**src/rtl/mac_dot_sequencer.sv**
```systemverilog
// mac_dot_sequencer: FIFO-buffered operand sequencer for an 8x8 MAC; define MAC_SEQ_ABORT_EN to add the abort input
module mac_dot_sequencer #(
  parameter int DEPTH = 4,
  parameter int LEN_W = 8
) (
  input  logic                     clk,
  input  logic                     rst_n,
`ifdef MAC_SEQ_ABORT_EN
  input  logic                     abort,
`endif
  input  logic                     start,
  input  logic [LEN_W-1:0]         vec_len,
  input  logic                     in_valid,
  output logic                     in_ready,
  input  logic [7:0]               in_a,
  input  logic [7:0]               in_b,
  output logic [7:0]               mac_a,
  output logic [7:0]               mac_b,
  output logic                     mac_en,
  output logic                     mac_clr,
  output logic                     busy,
  output logic                     done,
  output logic [$clog2(DEPTH):0]   level
);
  localparam int AW = $clog2(DEPTH);
  typedef enum logic [1:0] {IDLE, CLEAR, RUN, DONE} state_t;
  state_t r_state, w_next;
  logic [15:0] r_mem [DEPTH];
  logic [AW-1:0] r_wptr, r_rptr;
  logic [AW:0] r_level;
  logic [LEN_W-1:0] r_cnt;
  logic [7:0] r_mac_a, r_mac_b;
  logic r_mac_en, r_mac_clr, r_done;
  logic w_abort, w_push, w_pop;
`ifdef MAC_SEQ_ABORT_EN
  assign w_abort = abort;
`else
  assign w_abort = 1'b0;
`endif
  // level MSB is set only when the FIFO holds exactly DEPTH entries
  assign in_ready = !r_level[AW];
  assign w_push = in_valid && in_ready && !w_abort;
  assign w_pop = r_state == RUN && r_level != '0 && !w_abort;
  assign mac_a = r_mac_a;
  assign mac_b = r_mac_b;
  assign mac_en = r_mac_en;
  assign mac_clr = r_mac_clr;
  assign done = r_done;
  assign level = r_level;
  assign busy = r_state == CLEAR || r_state == RUN;
  always_comb begin
    w_next = r_state;
    case (r_state)
      IDLE:    w_next = start ? CLEAR : IDLE;
      CLEAR:   w_next = r_cnt != '0 ? RUN : DONE;
      RUN:     w_next = w_pop && r_cnt == LEN_W'(1) ? DONE : RUN;
      default: w_next = IDLE;
    endcase
    if (w_abort) w_next = IDLE;
  end
  always_ff @(posedge clk)
    if (w_push) r_mem[r_wptr] <= {in_a, in_b};
  always_ff @(posedge clk or negedge rst_n)
    if (!rst_n) begin
      r_state <= IDLE;
      r_wptr <= '0;
      r_rptr <= '0;
      r_level <= '0;
      r_cnt <= '0;
      r_mac_a <= '0;
      r_mac_b <= '0;
      r_mac_en <= 1'b0;
      r_mac_clr <= 1'b0;
      r_done <= 1'b0;
    end else begin
      r_state <= w_next;
      r_wptr <= w_abort ? '0 : r_wptr + AW'(w_push);
      r_rptr <= w_abort ? '0 : r_rptr + AW'(w_pop);
      r_level <= w_abort ? '0 : r_level + (AW+1)'(w_push) - (AW+1)'(w_pop);
      r_cnt <= w_abort ? '0 : r_state == IDLE && start ? vec_len : r_cnt - LEN_W'(w_pop);
      if (w_pop) {r_mac_a, r_mac_b} <= r_mem[r_rptr];
      r_mac_en <= w_pop;
      r_mac_clr <= w_next == CLEAR;
      r_done <= r_state == DONE && !w_abort;
    end
endmodule
```
**config.mk**
```make
export PLATFORM = sky130hd
export DESIGN_NAME = mac_dot_sequencer
export DESIGN_NICKNAME = d
export VERILOG_FILES = /design/src/rtl/mac_dot_sequencer.sv
export SDC_FILE = /design/constraint.sdc
export NUM_CORES = 1
export LEC_CHECK = 0
export CAP_MARGIN = 20
export CORE_MARGIN = 3
export CORE_UTILIZATION = 30
export CTS_BUF_LIST = sky130_fd_sc_hd__clkbuf_16
export DETAILED_ROUTE_END_ITERATION = 10
export GPL_ROUTABILITY_DRIVEN = 1
export PLACE_DENSITY_LB_ADDON = 0.12
export RECOVER_POWER = 100
export SYNTH_ARGS = -nofsm -noshare
export SYNTH_HDL_FRONTEND = slang
export SYNTH_SLANG_ARGS = --single-unit
```
**constraint.sdc**
```tcl
create_clock -name clk -period 2.15 [get_ports clk]
set_input_delay 0.43 -clock clk [delete_from_list [all_inputs] [get_ports clk]]
set_output_delay 0.43 -clock clk [all_outputs]
set_load 0.05 [all_outputs]
```
# == Word-level counts from Yosys, hierarchy flattened ==
# Memories as Yosys holds them, arrays and structs flattened. A register that Yosys moved wholly into a read port is not among the register bits.
# Cells that the tools add are included.
# classes
n_addsub,5
n_eq_ne,5
reduce_logical,10
mux,7
# ops
operator,n
8-bit by 1-bit equality test with 1-bit output (second input constant),1
8-bit two-way mux,1
8-bit nonzero test,1
8-bit by 1-bit subtractor with 8-bit output,1
2-bit case mux with 3 select lines,1
1-bit two-way mux,5
2-bit by 1-bit adder with 2-bit output,2
2-bit by 1-bit equality test with 1-bit output (second input constant),2
2-bit equality test (second input constant),2
1-bit logical AND,4
3-bit by 1-bit adder with 3-bit output,1
3-bit nonzero test,1
3-bit by 1-bit subtractor with 3-bit output,1
1-bit logical NOT,2
2-bit logical NOT,1
1-bit logical OR,1
# word_totals
n_memories,1
regBits,20
wordCells,36
in_bits,28
ramBits,64
out_inout_bits,24
# mem_list
memory,depth,word_bits,read_ports,rd_ports_with_merged_regs,write_ports,line_no,text
r_mem,4,16,1,1,1,28,logic [15:0] r_mem [DEPTH];

# == Depth between registers and ports, before layout ==
# Gate-level depths: netlist (run 1).
# logic_depth
ltp_word,6
ltp_mapped,11
depth_no_buf,10

# == Worst setup path before layout (run 1) ==
# Ideal clock, no wire load.
# synth_timing
kind,flip-flop to flip-flop
startpoint,"register r_level[2], in the netlist level[2]"
endpoint,"register r_level[2], in the netlist level[2]"
slack_ps,-418
setup_ps,139
arrival_time_ps,2429
path_stages_with_launch,10
n_path_buf,1
synth_period_minus_slack_ps,2568
required_ps,2011
cell_sequence,dfrtp_1 o31ai_1 inv_1 clkbuf_1 nand2_1 nand2_1 ha_1 fa_1 xnor2_1 xnor2_1
# synth_via
elab_chain_cells,4
elab_cells_between_ends,6
classes_between,add/sub: 2; reduce/logical: 4
# synth_rtl
item,line_no,text
start: declaration,30,logic [AW:0] r_level;
start signal: assignment,79,r_level <= w_abort ? '0 : r_level + (AW+1)'(w_push) - (AW+1)'(w_pop);
1-bit logical NOT,41,assign in_ready = !r_level[AW];
1-bit logical AND,42,assign w_push = in_valid && in_ready && !w_abort;
3-bit by 1-bit adder with 3-bit output,79,
3-bit by 1-bit subtractor with 3-bit output (*),79,
# Every way passes the cells marked *; elsewhere a longest branch is shown, timed or not.

# == Worst setup path after layout (run 1) ==
# layout_timing
startpoint,"register r_level[0], in the netlist level[0]"
endpoint,output level[0]
# layout_lines
item,line_no,text
end: declaration,23,output logic [$clog2(DEPTH):0] level
# No word-level cell between the ends.

==> results of run 1 <==
## routing by layer
layer | up-vias | global-route usage [%]
met5 | - | 0
met4 | 0 | 3.44
met3 | 5 | 4.48
met2 | 42 | 19.2
met1 | 1050 | 14.8
li1 | 1038 | -
## logic make-up (layout without fill, tap and decap cells)
| group | after synthesis | in the layout | share of synthesized area (%) |
|---|---|---|---|
| flops | 100 | 100 | 72.4 |
| simple gates | 80 | 80 | 8.86 |
| buf+inv | 18 | 93 | 1.86 |
| mux | 17 | 17 | 9.50 |
| compound gates | 15 | 15 | 2.73 |
| fa+ha+maj | 9 | 9 | 3.08 |
| xor+xnor | 7 | 7 | 1.57 |
## stage by stage
stage	std cells	hold WS (ps)	area [sq um]	setup WS, ps
after floorplan	246	134	3930	-132
after global placement	477	460	4780	60.2
after detailed placement	477	466	4780	16.6
after CTS	493	173	5130	88.1
after global routing	493	508	5030	18.9
final	493	469	5030	82.8
## repair_timing
item | 4_1_cts | 5_1_grt
endpoints found under the setup margin | 0 | 3
gates resized for setup | 0 | 2
buffers inserted | 0 | 0
## cells in the mapped netlist (2+ instances only)
| library cell | instances |
|---|---|
| edfxtp_1 | 64 |
| nand4_1 | 2 |
| nor2_1 | 9 |
| ha_1 | 8 |
| xnor2_1 | 6 |
| a31oi_1 | 2 |
| nor3_1 | 3 |
| nand2_1 | 54 |
| buf_2 | 4 |
| nand3_1 | 3 |
| inv_1 | 9 |
| nor3b_1 | 2 |
| clkbuf_1 | 5 |
| o31ai_1 | 2 |
| mux4_2 | 16 |
| a21oi_1 | 5 |
| dfrtp_1 | 36 |
| or3_1 | 2 |
## cell type report
| type | count | share of cell area, % |
|---|---|---|
| clock inverter | 7 | 2.44 |
| multi-input combinational | 128 | 20.2 |
| tap | 172 | 4.28 |
| sequential | 100 | 56.2 |
| timing repair buffer | 68 | 11.7 |
| clock buffer | 9 | 4.48 |
| inverter | 9 | 0.672 |
## sequential cells by signal, summed over array words and instances, names as in the netlist
signal	flops
r_mem	64
r_state	2
mac_b	8
mac_clr	1
r_wptr	2
mac_en	1
r_cnt	8
done	1
level	3
mac_a	8
r_rptr	2
## worst paths after layout
kind                                from       end  depth (start not counted)
worst max-delay path            level[0]  level[0]                          1
worst min-delay path            mac_b[3]  mac_b[3]                          2
worst max register to register  level[1]  level[2]                          8
worst min register to register  mac_b[3]  mac_b[3]                          2
max in group asynchronous          rst_n  level[0]                          1
min in group asynchronous          rst_n  level[1]                          1
## power groups by stage
stage | clock network (mW) | logic [mW] | registers (mW)
2_1_floorplan | 0 | 1.65 | 3.54
3_3_place_gp | 0 | 3.47 | 2.96
3_5_place_dp | 0 | 3.49 | 2.97
4_1_cts | 1.93 | 3.49 | 2.93
5_1_grt | 1.99 | 3.54 | 2.99
6_report | 1.86 | 3.17 | 2.91
==> metrics.csv, run 1 <==
metric,value,unit
syn_nets,283,
Max Slew Vio Count,31,
highest routed layer,met4,
Synth Register Bits,100,
Sw Share,37.8,%
via/cell ratio,4.33,
detailed-router iteration count before antenna repair,4,
Final Core Density,39.7,%
part of the power in the clock network,23.4,%
Avg Synthesized Cell Area,15.8,sq um
layout cells sized above 1,15.9,%
RSZ-0062 raised after global routing,false,
clock skew,5.33,ps
crit-path cells,dlygate4sd3_1,
total gr overflow,0,
H-Tree Depth,3,
Filler Cells Inserted,1234,
Hold Path Class,reg2reg,
Final Power,7.94,mW
Setup CP Type,reg2out,
Iter 0 DRT Violations,97,
Syn Inst Count,246,
Root Driver,clkbuf_16,
worst-path fanout max,3,
Final Cycle Share,96.2,%
I/O pin cnt,52,
Switch Pwr,3.00,mW
FF+latch area,0.00283,sq mm
top-area cell type share of the netlist area,49.3,%
combinational power share,39.9,%
starting density of the core,30.8,%
hold_buf cts,0,
leakage,1.91,nW
P&R area growth vs syn,28.9,%
number of CTS-inserted buffers,9,
Setup crit end kind,output pin,
synth top area cells,"edfxtp_1 49%, dfrtp_1 23%, mux4_2 9.2%",
Routed met2 length,3890,microns
clock-pin slew of the registers on the worst-case setup and hold paths,70,ps
Antenna Cells,0,
most frequent cells in the layout,"64 x edfxtp_1, 54 x nand2_1, 38 x dlygate4sd3_1, 33 x dfrtp_1, 16 x mux4_2",
routability cong.,0.705,
Startpoint Class,flop,
cell row count,41,
Max-slew headroom,-15.4,%
VDD IR max,0.663,mV
"commonest non-fill, non-tap cell in the layout",edfxtp_1,
Final min period,2070,ps
final hold violation count,0,
worst skew pair latency,340,ps
max cap viols,1,
final net count,353,
worst-margin pin slew,1730,ps
slowest CP cell,dlygate4sd3_1,
Flop pwr share,36.7,%
Setup-failing EPs final,0,
area of the multi-input gates,0.00102,sq mm
# DRC,0,
pin count of the biggest net entering global routing,31,
CTS tree,done,
detailed-route wire length,7720,microns
post-route ant nets,0,
Arrival @ worst endpoint,1640,ps
data required time of the worst path,1720,ps
Async SR Flop Fraction,36.0,%
outcome,finished with violations,
CTS sink cnt,100,
vias in the first global route,2308,
global-route wire length before repair,12700,microns
Post-Syn Area,0.00390,sq mm
Crit path max-delay family,buffers and inverters,
Core ar.,0.0127,sq mm
total vias in the final route,2135,
prevailing post-synth register cell,edfxtp_1,
failing checks,"max-capacitance violations, max-slew violations",
Reg2Reg Setup Slack,180,ps
Die ar.,0.0144,sq mm
Pwr Density,1580,mW/mm^2
Crit path buffers/inverters,1,
Synth cell types,32,
Post-synth EDFFs,64,
initial antenna violation count,0,
Die Height,120,microns
dpl hpwl,5170,microns
WL per Instance,15.7,microns
sequential area share after synthesis,72.4,%
port bufs,51,
Clock Path Buffers,2,
fmax,484,MHz
setup tns final,0,ps
"area leader, netlist",edfxtp_1,
Synth Warn #,0,
Die Span X,120,microns
Total GRT Usage,11.8,%
met3 WL,320,microns
M1 WL,3420,microns
cell internal pwr,4.94,mW
Max stage delay on crit path,900,ps
Note: power is estimated with default switching activity, not from simulation.
==> run 2: changes to the inputs <==
--- a/config.mk
+++ b/config.mk
@@ -11,6 +11,7 @@
 export CTS_BUF_LIST = sky130_fd_sc_hd__clkbuf_16
 export DETAILED_ROUTE_END_ITERATION = 10
 export GPL_ROUTABILITY_DRIVEN = 1
+export MAX_ROUTING_LAYER = met4
 export PLACE_DENSITY_LB_ADDON = 0.12
 export RECOVER_POWER = 100
 export SYNTH_ARGS = -nofsm -noshare
==> metrics.csv, run 2 (synthesized netlist as in run 1, its figures left out) <==
metric,value,unit,change
number of CTS-inserted buffers,9,,unchanged
H-Tree Depth,3,,unchanged
post-CTS setup buffers,0,,unchanged
data required time of the worst path,1720,ps,about the same
Max-slew headroom,-15.4,%,about the same
outcome,finished with violations,,unchanged
Crit path buffers/inverters,1,,unchanged
placed insts,477,,unchanged
# DRC,0,,unchanged
total gr overflow,0,,unchanged
Final Power,7.94,mW,about the same
Root Driver,clkbuf_16,,unchanged
hold path depth,2,,unchanged
leakage,1.91,nW,unchanged
worst skew pair latency,340,ps,about the same
Final Cycle Share,96.4,%,was 96.2%
Largest Register,r_mem,,unchanged
cell internal pwr,4.94,mW,about the same
Switch Pwr,3.00,mW,about the same
crit-path cells,dlygate4sd3_1,,unchanged
port bufs,51,,unchanged
Sw Share,37.8,%,about the same
detailed-router iteration count before antenna repair,4,,unchanged
Max Slew Vio Count,31,,unchanged
Reg2Reg Setup Slack,180,ps,about the same
slowest CP cell,dlygate4sd3_1,,unchanged
"non-filler cells, final",493,,unchanged
Iter 0 DRT Violations,122,,was 97
clock skew,6.06,ps,was 5.33 ps
RSZ-0062 raised after global routing,false,,unchanged
Setup-failing EPs final,0,,unchanged
Crit path max-delay family,buffers and inverters,,unchanged
fmax,483,MHz,was 484 MHz
setup tns final,0,ps,unchanged
combinational power share,39.9,%,about the same
WHS Endpoint,mac_b[3],,unchanged
post-route ant nets,0,,unchanged
worst-path fanout max,3,,unchanged
Pwr Density,1580,mW/mm^2,about the same
worst r2r src,level[1],,unchanged
Setup crit end kind,output pin,,unchanged
Final min period,2070,ps,about the same
M1 WL,3450,microns,was 3420 microns
final net count,353,,unchanged
Core ar.,0.0127,sq mm,unchanged
Flop pwr share,36.7,%,about the same
initial antenna violation count,0,,unchanged
worst-margin pin slew,1730,ps,about the same
met3 WL,316,microns,was 320 microns
final hold violation count,0,,unchanged
Filler Cells Inserted,1234,,unchanged
P&R area growth vs syn,28.9,%,unchanged
Routed met2 length,3890,microns,about the same
pin count of the biggest net entering global routing,31,,unchanged
Clock Path Buffers,2,,unchanged
cell row count,41,,unchanged
highest routed layer,met4,,unchanged
Die Span X,120,microns,unchanged
CTS tree,done,,unchanged
vias in the first global route,2301,,"was 2,308"
layout cells sized above 1,15.9,%,unchanged
part of the power in the clock network,23.4,%,about the same
VDD IR max,0.660,mV,was 0.663 mV
dpl hpwl,5170,microns,unchanged
via/cell ratio,4.37,,was 4.33
starting density of the core,30.8,%,unchanged
routability cong.,0.713,,was 0.705
detailed-route wire length,7750,microns,was 7720 microns
RR Endpoint,level[2],,unchanged
reg2reg path depth,8,,unchanged
global-route wire length before repair,12700,microns,unchanged
Die ar.,0.0144,sq mm,unchanged
Hold Path Class,reg2reg,,unchanged
WL per Instance,15.7,microns,about the same
Max stage delay on crit path,910,ps,was 900 ps
total vias in the final route,2156,,"was 2,135"
max reg flops,64,,unchanged
Die Height,120,microns,unchanged
Startpoint Class,flop,,unchanged
Hold Crit Start,mac_b[3],,unchanged
WHS,469,ps,about the same
Total GRT Usage,12.2,%,was 11.8%
clock-pin slew of the registers on the worst-case setup and hold paths,70,ps,about the same
"commonest non-fill, non-tap cell in the layout",edfxtp_1,,unchanged
failing checks,"max-capacitance violations, max-slew violations",,unchanged
I/O pin cnt,52,,unchanged
CTS sink cnt,100,,unchanged
Antenna Cells,0,,unchanged
Setup CP Type,reg2out,,unchanged
max cap viols,1,,unchanged
Arrival @ worst endpoint,1640,ps,about the same
most frequent cells in the layout,"64 x edfxtp_1, 54 x nand2_1, 38 x dlygate4sd3_1, 33 x dfrtp_1, 16 x mux4_2",,unchanged
hold_buf cts,0,,unchanged
-- run 2: worst max-delay path by stage --
| stage | from | endpoint | slack (ps) | cells after the start |
|---|---|---|---|---|
| 2_1_floorplan | level[1] | level[2] | -130 | 9 |
| 3_3_place_gp | in_valid | level[2] | 60 | 8 |
| 3_5_place_dp | in_valid | level[2] | 20 | 9 |
| 4_1_cts | level[1] | level[2] | 90 | 8 |
| 5_1_grt | rst_n | level[0] | 20 | 1 |
| 6_report | level[0] | level[0] | 80 | 1 |
-- run 2: power groups by stage --
| stage | combinational [mW] | sequential, mW | clock, mW |
|---|---|---|---|
| after floorplan | 1.65 | 3.54 | 0 |
| after global placement | 3.47 | 2.96 | 0 |
| after detailed placement | 3.49 | 2.97 | 0 |
| after CTS | 3.49 | 2.93 | 1.93 |
| after global routing | 3.54 | 2.99 | 1.99 |
| final | 3.17 | 2.91 | 1.86 |
-- run 2: metrics by stage --
step,utilization (%),setup WS [ps],instance area (sq um)
after floorplan,-,-132,3930
after global placement,37.7,60.2,4780
after detailed placement,37.7,16.6,4780
after CTS,40.5,88.1,5130
after global routing,39.7,18.4,5030
final,39.7,77.9,5030
-- run 2: layout make-up --
| cell class | count | area (sq um) | area share (%) |
|---|---|---|---|
| Clock buffer | 9 | 225 | 4.48 |
| Multi-Input combinational cell | 128 | 1020 | 20.2 |
| Tap cell | 172 | 215 | 4.28 |
| Clock inverter | 7 | 123 | 2.44 |
| Sequential cell | 100 | 2830 | 56.2 |
| Inverter | 9 | 33.8 | 0.672 |
| Timing Repair Buffer | 68 | 586 | 11.7 |
-- run 2: routing by layer --
| metal | vias up | global-route usage, % |
|---|---|---|
| met5 | - | - |
| met1 | 1074 | 14.7 |
| met4 | 0 | 3.65 |
| met3 | 6 | 4.34 |
| li1 | 1038 | - |
| met2 | 38 | 19.3 |
-- run 2: what timing repair did --
item | in CTS | in global routing
hold endpoints to repair | 0 | 0
resized for setup | 0 | 2
endpoints found under the setup margin | 0 | 3
==> run 3: changes to the inputs <==
--- a/config.mk
+++ b/config.mk
@@ -14,6 +14,8 @@
 export MAX_ROUTING_LAYER = met4
 export PLACE_DENSITY_LB_ADDON = 0.12
 export RECOVER_POWER = 100
+export SKIP_CTS_REPAIR_TIMING = 1
+export SKIP_LAST_GASP = 1
 export SYNTH_ARGS = -nofsm -noshare
 export SYNTH_HDL_FRONTEND = slang
 export SYNTH_SLANG_ARGS = --single-unit
==> results of run 3 <==
Final layout, timing and power as in run 2 (identical DEF).
==> RTL change 1 (settings of run 1) <==
Put one more register stage on the output `level`, without a reset. The value now appears one clock later. The other outputs are not delayed to match.
--- a/src/rtl/mac_dot_sequencer.sv
+++ b/src/rtl/mac_dot_sequencer.sv
@@ -47,5 +47,7 @@
   assign mac_clr = r_mac_clr;
   assign done = r_done;
-  assign level = r_level;
+  always_ff @(posedge clk) begin
+    level <= r_level;
+  end
   assign busy = r_state == CLEAR || r_state == RUN;
   always_comb begin
Behaviour: not the same (Yosys sat finds a counterexample within 4 cycles, from zero or initial values and one cycle with rst_n low).
==> RTL change 1 against run 1 <==
Synthesized cell count rose by 1.2%; sequential share of layout area increased by 1.1 points; routed wire length increased by 2.6%; first-iteration DRC count rose by 86%; fmax is 1.3% higher; die area is 1.5% higher; clock skew rose by 0.87 ps; cell area is essentially flat; synthesized area rose by 1.5%; setup slack better by 27 ps; highest routed layer unchanged; total power fell by 1.7%; clock power fell by 12%; count of clock-buffer cells in the layout is the same; sequential cell count grew 3.
==> RTL change 1: results (changes against run 1) <==
stage;metric;value;unit;change
yosys;async_flop_share;35.0;%;-1.0 points
route;drtIter0Drc;180;;+86%
global_routing;grt_usage;11.9;%;+0.050 points
global_routing;grt_max_degree;37;;+19%
global_routing;grt_pass1_wl;12800;um;+1.1%
cells_and_area;drive_gt1_share;14.4;%;-1.5 points
placement;dp_slack;13.7;ps;-2.95 ps
critical_path;slowest_delay;880;ps;-20 ps
yosys;synth_area_leaders;edfxtp_1 49%, dfrtp_1 23%, mux4_2 9.1%;;
route;vias;2235;;+4.7%
placement;postPlaceCellArea;4850;um2;+1.5%
global_routing;grt_pass1_vias;2371;;+2.7%
critical_path;cp_max_fo;2;;-1
yosys;yosysSeqAreaShare;72.8;%;+0.42 points
power_and_ir_drop;vdd.ir_drop.worst;0.501;mV;-24%
timing;skew;6.20;ps;+0.868 ps
status;outcome;finished clean;;
timing;relSlewSlack;35.7;%;+51 points
route;drtPass1Iterations;4;;unchanged
placement;dpl.hpwl;5060;um;-2.1%
placement;gp_congestion;0.746;;+5.9%
yosys;ys_types;33;;+3.1%
critical_path;cp.arrival;1610;ps;-30 ps
floorplanning;die-area;14600;um2;+1.5%
power_and_ir_drop;p_leak;0.00191;uW;+0.24%
yosys;syn_nets;286;;+1.1%
cells_and_area;antennaDiodeCount;0;;unchanged
route;routedWlPerCell;15.9;um;+1.5%
power_and_ir_drop;power_switching;3040;uW;+1.4%
RTL change 1: changes by cell type after synthesis:
| cell | change |
|---|---|
| dfxtp_1 | +3 |
RTL change 1: cell type report:
cell class / count / area [um2]
fillers: 1202 / 7740
flip-flops and latches: 103 / 2880
multi-input cells: 128 / 1020
clock inverters: 7 / 68.8
inverters: 9 / 33.8
repair buffers: 70 / 588
clock buffers: 9 / 225
well taps: 172 / 215
RTL change 1: power groups by stage:
stage	Clock [uW]	Sequential, uW	Combinational (uW)
2_1_floorplan	0	3620	1630
3_5_place_dp	0	3050	3500
3_3_place_gp	0	3030	3490
4_1_cts	1700	3010	3510
5_1_grt	1780	3060	3510
6_report	1630	2990	3180
RTL change 1: metal layers:
metal  GRT usage, %  share of wire, %  wire [um]
met5              0                 0          0
met4           3.61               1.3         99
met3           4.80               5.0        396
met2           19.4                51       4000
met1           14.5                43       3420
RTL change 1: final timing paths:
kind                            slack (ps)  depth (start not counted)            startpoint              endpoint
worst max-delay path                   110                          1  mac_a[6]$_DFFE_PN0P_              mac_a[6]
worst min-delay path                   310                          2                 rst_n    r_cnt[5]$_DFF_PN0_
worst max register to register         150                         10  r_state[0]$_DFF_PN0_  r_level[2]$_DFF_PN0_
worst min register to register         460                          0  r_level[0]$_DFF_PN0_      level[0]$_DFF_P_
max in group asynchronous             1240                          2                 rst_n  mac_a[4]$_DFFE_PN0P_
min in group clk                       460                          0  r_level[0]$_DFF_PN0_      level[0]$_DFF_P_
RTL change 1: logic make-up (layout without fill, tap and decap cells):
kind of cell	after synthesis	after routing	synth area share, %
DFF	103	103	72.8
and+or+nand+nor	80	80	8.72
buffers and inverters	18	95	1.83
muxes	17	17	9.36
AOI/OAI and AO/OA	15	15	2.69
adders and majority gates	9	9	3.03
xor gates and xnor gates	7	7	1.55
RTL change 1: per-stage QoR:
step           utilization (%)  hold slack [ps]  cells
6_report                  39.4              314    498
3_3_place_gp              38.0              447    482
4_1_cts                   40.3              145    498
3_5_place_dp              38.0              444    482
5_1_grt                   39.4              390    498
2_1_floorplan                -              134    249
RTL change 1: repair_timing:
item | 4_1_cts | 5_1_grt
hold buffers | 0 | 0
hold endpoints to repair | 0 | 0
resized for setup | 0 | 1
setup endpoints to repair | 0 | 2
==> RTL change 2 (config.mk and constraints of run 1) <==
Made on the original files. The parameter `LEN_W` goes from 8 to 4.
--- a/src/rtl/mac_dot_sequencer.sv
+++ b/src/rtl/mac_dot_sequencer.sv
@@ -2,5 +2,5 @@
 module mac_dot_sequencer #(
   parameter int DEPTH = 4,
-  parameter int LEN_W = 8
+  parameter int LEN_W = 4
 ) (
   input  logic                     clk,
Interface: changed (resized vec_len); port bits go from 52 to 48. No check against the original RTL was run, so the function may have changed too.
==> RTL change 2 against run 1 <==
Combinational power is 11% lower; clock skew is 2.2 ps higher; first-iteration DRC count is 24% lower; via count is 9.6% lower; cell area is 6.6% lower; sequential cell count is 4 lower; fmax is 1.6% higher; register-to-register slack better by 30 ps; synthesized area is 3.7% lower; total power is 11% lower; setup slack better by 33 ps; die area is 3.5% lower; routed wire length is 13% lower; largest cell class unchanged.
==> RTL change 2: results (changes against run 1) <==
stage;metric;value;unit;change
clock_tree;root_buffer;clkbuf_16;;
power_and_ir_drop;vdd.ir_drop.worst;0.490;mV;-26%
clock_tree;cts_made_buffers;9;;unchanged
global_routing;grt_pass1_vias;2015;;-13%
route;drtIter0Drc;74;;-24%
yosys;async_flop_share;33.3;%;-2.7 points
critical_path;cp.arrival;1600;ps;-40 ps
clock_tree;post_cts_buffers;0;;unchanged
placement;gp_congestion;0.664;;-5.8%
status;outcome;finished clean;;
critical_path;r2r-start;level[2]$_DFF_PN0_;;
clock_tree;cts_buffer_depth;2;;unchanged
placement;dpl.hpwl;4380;um;-15%
critical_path;cp_max_fo;5;;+2
timing;skew;7.57;ps;+2.24 ps
timing;relSlewSlack;43.1;%;+59 points
yosys;syn_nets;250;;-12%
route;vias;1930;;-9.6%
timing;hold_slack;197;ps;-272 ps
global_routing;grt_pass1_wl;11100;um;-13%
clock_tree;clk_latency;330;ps;
yosys;yosysSeqAreaShare;72.5;%;+0.13 points
placement;io_buffers;47;;-7.8%
cells_and_area;fin_nets;313;;-11%
global_routing;grt_usage;10.4;%;-1.4 points
clock_tree;h-tree-depth;3;;unchanged
route;finalWirelength;6680;um;-13%
critical_path;r2r_cells;7;;-1
critical_path;reg2reg_to;level[2]$_DFF_PN0_;;
route;drtPass1Iterations;4;;unchanged
clock_tree;clk_pin_slew;60;ps;
yosys;synth_area_leaders;edfxtp_1 51%, dfrtp_1 21%, mux4_1 8.4%;;
yosys;yosys_most_used_dff;edfxtp_1;;
cells_and_area;largest_reg_flops;64;;unchanged
global_routing;grt_max_degree;33;;+6.5%
yosys;yosys_warnings;0;;unchanged
cells_and_area;drive_gt1_share;11.6;%;-4.3 points
global_routing;antenna_found_initial;0;;unchanged
cells_and_area;regMostFlops;r_mem;;
power_and_ir_drop;p_leak;0.00184;uW;-3.7%
yosys;synth_edf_count;64;;unchanged
yosys;ys_types;27;;-16%
cells_and_area;antennaDiodeCount;0;;unchanged
clock_tree;cts_resized;0;;unchanged
min_path;hold_class;input pin to async pin;;
yosys;synth_commonest_cells;64 x edfxtp_1, 54 x nand2_1, 32 x dfrtp_1, 12 x mux4_1, 8 x ha_1;;
critical_path;r2r_setup_slack;210;ps;+30 ps
RTL change 2: cell types whose count changed in the layout (fill, tap and decap cells not counted), moves of 3 or more:
| cell | run 1 | this run |
|---|---|---|
| dfrtp_1 | 33 | 29 |
| nor2_1 | 9 | 5 |
| nor3_1 | 3 | 0 |
| clkdlybuf4s50_1 | 10 | 6 |
| mux4_2 | 16 | 4 |
| clkbuf_1 | 8 | 3 |
| mux4_1 | 0 | 12 |
| nand3_1 | 3 | 0 |
RTL change 2: cell families (layout without fill, tap and decap cells):
kind of cell,count (synthesis),after routing,share of synthesized area (%)
DFF,96,96,72.5
and+or+nand+nor,66,66,7.13
muxes,17,17,11.1
buffers and inverters,15,83,2.97
adders and majority gates,9,9,3.20
AOI/OAI and AO/OA,7,7,1.47
xor gates and xnor gates,7,7,1.63
RTL change 2: stage by stage:
step	worst slack (ps)	util [%]	total power (uW)	std cells	area (um2)
after detailed placement	142	37.0	5870	437	4490
after global placement	137	37.0	5850	437	4490
after CTS	71.0	39.4	7430	453	4770
final	116	38.7	7050	453	4690
after global routing	46.4	38.7	7540	453	4690
after floorplan	10.5	-	4950	217	3770
RTL change 2: worst max-delay path by stage:
stage,from,endpoint
6_report,level[2]$_DFF_PN0_,in_ready
5_1_grt,level[2]$_DFF_PN0_,level[2]$_DFF_PN0_
4_1_cts,level[2]$_DFF_PN0_,in_ready
3_5_place_dp,in_valid,level[2]$_DFF_PN0_
3_3_place_gp,in_valid,level[2]$_DFF_PN0_
2_1_floorplan,level[2]$_DFF_PN0_,level[2]$_DFF_PN0_
RTL change 2: layout make-up:
class                      count  area [um2]
clock inverter                 7        62.6
timing repair buffer          59         527
multi-input combinational    106         911
clock buffer                   9         225
sequential                    96        2730
tap                          168         210
inverter                       8        30.0
fill                        1176        7420
RTL change 2: critical path: stages, from the launching register on:
cell and delay [ps]:
dfrtp_2 430, inv_1 60, clkdlybuf4s50_1 790
RTL change 2: metal layers:
metal  global-route usage [%]  up-vias  wire, um
met3                     3.27        5       291
met1                     13.2      963      2980
met2                     16.5       35      3320
met5                        0        -         0
li1                         -      927         -
met4                     4.40        0        91
RTL change 2: power by group:
group | switching, uW | total (uW) | internal, uW
combinational | 1800 | 2810 | 1010
sequential | 233 | 2730 | 2490
clock | 630 | 1520 | 888
